--- src/rtl/shift_unit_seq.sv ---
// Sequential shift/rotate unit: a captured operand is moved one bit per clock, and a
// start/busy/done handshake brackets each operation.
module shift_unit_seq #(
    parameter int unsigned WIDTH = 4,
    parameter int unsigned AW    = 3
) (
    input  logic             clk,
    input  logic             rst,
    input  logic             start,
    input  logic [2:0]       mode,
    input  logic [AW-1:0]    amt,
    input  logic [WIDTH-1:0] din,
    input  logic             sin,
    output logic [WIDTH-1:0] dout,
    output logic             sout,
    output logic             busy,
    output logic             done
);

    typedef enum logic [1:0] {StIdle, StShift, StDone} state_e;

    state_e           state_q, state_d;
    logic [WIDTH-1:0] dout_q, dout_d;
    logic             sout_q, sout_d;
    logic [AW-1:0]    cnt_q, cnt_d;
    logic [2:0]       mode_q, mode_d;

    logic [WIDTH-1:0] step_val;
    logic             step_out;

    // Single 1-bit step of the latched operation. Mode 111 holds both dout and sout.
    always_comb begin
        step_val = dout_q;
        step_out = sout_q;
        case (mode_q)
            3'b000: begin step_val = {dout_q[WIDTH-2:0], 1'b0};          step_out = dout_q[WIDTH-1]; end
            3'b001: begin step_val = {1'b0, dout_q[WIDTH-1:1]};          step_out = dout_q[0];       end
            3'b010: begin step_val = {dout_q[WIDTH-1], dout_q[WIDTH-1:1]}; step_out = dout_q[0];     end
            3'b011: begin step_val = {dout_q[WIDTH-2:0], dout_q[WIDTH-1]}; step_out = dout_q[WIDTH-1]; end
            3'b100: begin step_val = {dout_q[0], dout_q[WIDTH-1:1]};     step_out = dout_q[0];       end
            3'b101: begin step_val = {dout_q[WIDTH-2:0], sin};           step_out = dout_q[WIDTH-1]; end
            3'b110: begin step_val = {sin, dout_q[WIDTH-1:1]};           step_out = dout_q[0];       end
            default: begin step_val = dout_q;                            step_out = sout_q;          end
        endcase
    end

    always_comb begin
        state_d = state_q;
        dout_d  = dout_q;
        sout_d  = sout_q;
        cnt_d   = cnt_q;
        mode_d  = mode_q;
        unique case (state_q)
            StIdle: begin
                if (start) begin
                    dout_d  = din;
                    cnt_d   = amt;
                    mode_d  = mode;
                    state_d = (amt != '0) ? StShift : StDone;
                end
            end
            StShift: begin
                dout_d = step_val;
                sout_d = step_out;
                cnt_d  = cnt_q - AW'(1);
                if (cnt_q == AW'(1)) begin
                    state_d = StDone;
                end
            end
            StDone: begin
                state_d = StIdle;
            end
            default: begin
                state_d = StIdle;
            end
        endcase
    end

    always_ff @(posedge clk or posedge rst) begin
        if (rst) begin
            state_q <= StIdle;
            dout_q  <= '0;
            sout_q  <= 1'b0;
            cnt_q   <= '0;
            mode_q  <= '0;
        end else begin
            state_q <= state_d;
            dout_q  <= dout_d;
            sout_q  <= sout_d;
            cnt_q   <= cnt_d;
            mode_q  <= mode_d;
        end
    end

    assign dout = dout_q;
    assign sout = sout_q;
    assign busy = (state_q != StIdle);
    assign done = (state_q == StDone);

endmodule

--- config.mk ---
export PLATFORM = sky130hd
export DESIGN_NAME = shift_unit_seq
export DESIGN_NICKNAME = d
export VERILOG_FILES = /design/src/rtl/shift_unit_seq.sv
export SDC_FILE = /design/constraint.sdc
export NUM_CORES = 1
export LEC_CHECK = 0
export CORE_AREA = 2 2 47 49
export CTS_BUF_LIST = sky130_fd_sc_hd__clkbuf_8 sky130_fd_sc_hd__clkbuf_16
export DETAILED_ROUTE_END_ITERATION = 10
export DIE_AREA = 0 0 49 51
export GPL_TIMING_DRIVEN = 0
export PLACE_DENSITY = 0.71
export SLEW_MARGIN = 15
export SYNTH_ARGS = -nofsm -noshare
export SYNTH_HDL_FRONTEND = slang
export SYNTH_SLANG_ARGS = --single-unit
--- constraint.sdc ---
create_clock -name clk -period 2.5 [get_ports clk]
set_clock_uncertainty 0.1 [all_clocks]
set_input_delay 0.375 -clock clk [delete_from_list [all_inputs] [get_ports clk]]
set_output_delay 0.375 -clock clk [all_outputs]
set_load 0.01 [all_outputs]
==> flow_summary.toml <==
[run_status]
status = "completed"

[route]
routed_wl_um = 1800
drc = 0
drt_iter0_drc = 16
firstDrtPassIters = 4
avgViaCountPerCell = 5.30
wire_per_inst_um = 12.8
drtAntennaViolNets = 0
vias = 747

[timing]
max_slew_margin_pct = 66.5
hold_viol = 0
rsz0062_at_grt = "no"
setup_tns_ns = 0
worst_slew_pin_slew_ns = 0.503
final_max_slew_viol_count = 0
max_freq_mhz = 448
post-route-min-period_ns = 2.23
setup_viol = 0
min_period_over_period_pct = 89.3

[layout]
area_growth_pct = 32.8
layout.nets = 130
insertedDiodeCount = 0
mostFrequentLayoutCells = "clkdlybuf4s50_1, dfrtp_1, inv_1, a21oi_1, nor2_1"
final_layout_size_suffix_gt1_share_pct = 14.2
layout_commonest_cell = "clkdlybuf4s50_1"
final_core_util_pct = 54.9
fin_area_um2 = 1130

[worst_setup_path]
required_ns = 2.03
worstReg2RegStart = "state_q[0]"
end_kind = "primary output"
rr_worst_depth = 3
rrSetupSlack_ns = 0.99
start_kind = "flop"
crit_type = "flop to primary output"
r2r_end = "mode_q[0]"
cp_max_fo = 10
arrival_ns = 1.76

[job]
cap_violations = 0

[power]
p_leak_nw = 0.496
ir_worst_vdd_mv = 0.619
power.density_nw_per_um2 = 1310
power_mw = 1.48

[synthesis]
netlist_instances = 89
ys_seq_area_share_pct = 38.1
synth_area_leader_cell = "dfrtp_1"
synthTopCellsByArea = "dfrtp_1, a21oi_1, mux2i_1, a31oi_1, mux2_2"
ys_ff_latch = 13
avgSynthCellArea_um2 = 9.59
synth_cell_types = 34
syn_area_um2 = 853
synth.top_cell.area_share_pct = 38.1
yosys_warnings = 0
syn-num-nets = 105

[clock_network]
root_buffer = "clkbuf_8"
cts_setup_buffers = 0
clockBufferDepth = 2
ctsResizeCount = 0
h-tree-depth = 1
clkTransAtPathRegs_ns = 0.05
hold_buffers = 0
cts_tree = "built"
cts-buffers-inserted = 3
clk_latency_ns = 0.24
cts.sinks = 13

[global_routing]
antenna_found_initial = 0
grt_pass1_wl_um = 3280
grt_max_degree = 14
grt_pass1_vias = 767
grtUsageTotal_pct = 17.2
gr-total-overflow = 0

[floorplan]
coreArea_um2 = 2060
die_area_um2 = 2500
fp.dieW_um = 49
die_y_um = 51
rows = 17
initial_core_util_pct = 41.4
io_pins = 21

[placed_design]
dp_hpwl_um = 1370
placed_cell_area_um2 = 1090
portBuffers = 20
gp_congestion = 0.787

[hold_path]
hold_path_class = "primary input to async pin"
## synthesized netlist by cell type
library cell / count
nor4b_1: 1
mux2i_1: 4
a31o_2: 1
o21bai_2: 1
o21ai_1: 1
ha_1: 2
o22a_1: 1
buf_4: 1
o21ai_0: 3
o211ai_1: 1
a31oi_1: 6
inv_1: 8
nor2_1: 8
nor3_1: 1
xnor2_4: 1
and2b_2: 1
nor2b_1: 2
or2_2: 1
nor4bb_1: 1
mux2_1: 1
dfrtp_1: 13
o31ai_1: 1
nor2_8: 1
clkbuf_1: 2
nand2b_1: 3
buf_6: 2
a41o_2: 1
nand2_1: 5
o221ai_1: 1
a21oi_1: 8
xnor2_1: 1
or3_1: 1
mux2_2: 3
nor3b_1: 1
## how the worst max path moves through the flow
stage	from	endpoint	slack [ns]	cells after the start
after global routing	state_q[0]	busy	0.14	3
after detailed placement	state_q[0]	busy	0.53	3
after CTS	state_q[0]	busy	0.26	3
final	state_q[0]	busy	0.27	3
after global placement	state_q[0]	busy	0.52	3
after floorplan	state_q[0]	busy	1.10	2
## routing by layer
metal	part of all wire [%]	GRT usage [%]	vias to the layer above
met1	45	19.8	360
met5	0	0	-
met2	49	30.4	25
li1	-	-	360
met4	0.50	8.10	0
met3	4.9	3.80	2
## critical path: stages (launching register included)
cell and delay [ns]:
dfrtp_1 0.45, clkbuf_1 0.35, or2_2 0.18, clkdlybuf4s50_1 0.54
## area by class of cell
| class | instances | area, µm² |
|---|---|---|
| flip-flops and latches | 13 | 325 |
| multi-input cells | 63 | 460 |
| clock inverters | 1 | 3.75 |
| inverters | 8 | 30.0 |
| plain buffers | 5 | 37.5 |
| clock buffers | 3 | 41.3 |
| well taps | 28 | 35.0 |
| repair buffers | 20 | 200 |
| fillers | 202 | 930 |
## through the flow
| step | cells | hold slack (ns) | worst slack, ns |
|---|---|---|---|
| 6_report | 141 | 0.366 | 0.267 |
| 5_1_grt | 141 | 0.435 | 0.144 |
| 4_1_cts | 141 | 0.398 | 0.262 |
| 3_5_place_dp | 137 | 0.394 | 0.527 |
| 3_3_place_gp | 137 | 0.375 | 0.516 |
| 2_1_floorplan | 89 | 0.152 | 1.10 |
## power by group
| part | leakage (nW) | internal [mW] | switching, mW | total, mW |
|---|---|---|---|---|
| Clock | 0.0269 | 0.108 | 0.0717 | 0.180 |
| Sequential | 0.154 | 0.319 | 0.0856 | 0.404 |
| Combinational | 0.314 | 0.464 | 0.434 | 0.898 |
| Total | 0.496 | 0.891 | 0.592 | 1.48 |
## flip-flops by register name (all words and copies together) (netlist names)
name and count:
dout 4, state_q 2, cnt_q 3, mode_q 3, sout 1
## kinds of logic (layout without fill, tap and decap cells)
logic type / after synthesis / after routing / share of synthesized area (%)
fa+ha+maj: 2 / 2 / 2.93
buf+inv: 13 / 37 / 7.92
compound gates: 25 / 25 / 18.9
simple gates: 26 / 26 / 17.9
mux: 8 / 8 / 9.97
xor+xnor: 2 / 2 / 4.25
flops: 13 / 13 / 38.1
(Power assumes the default switching activity.)
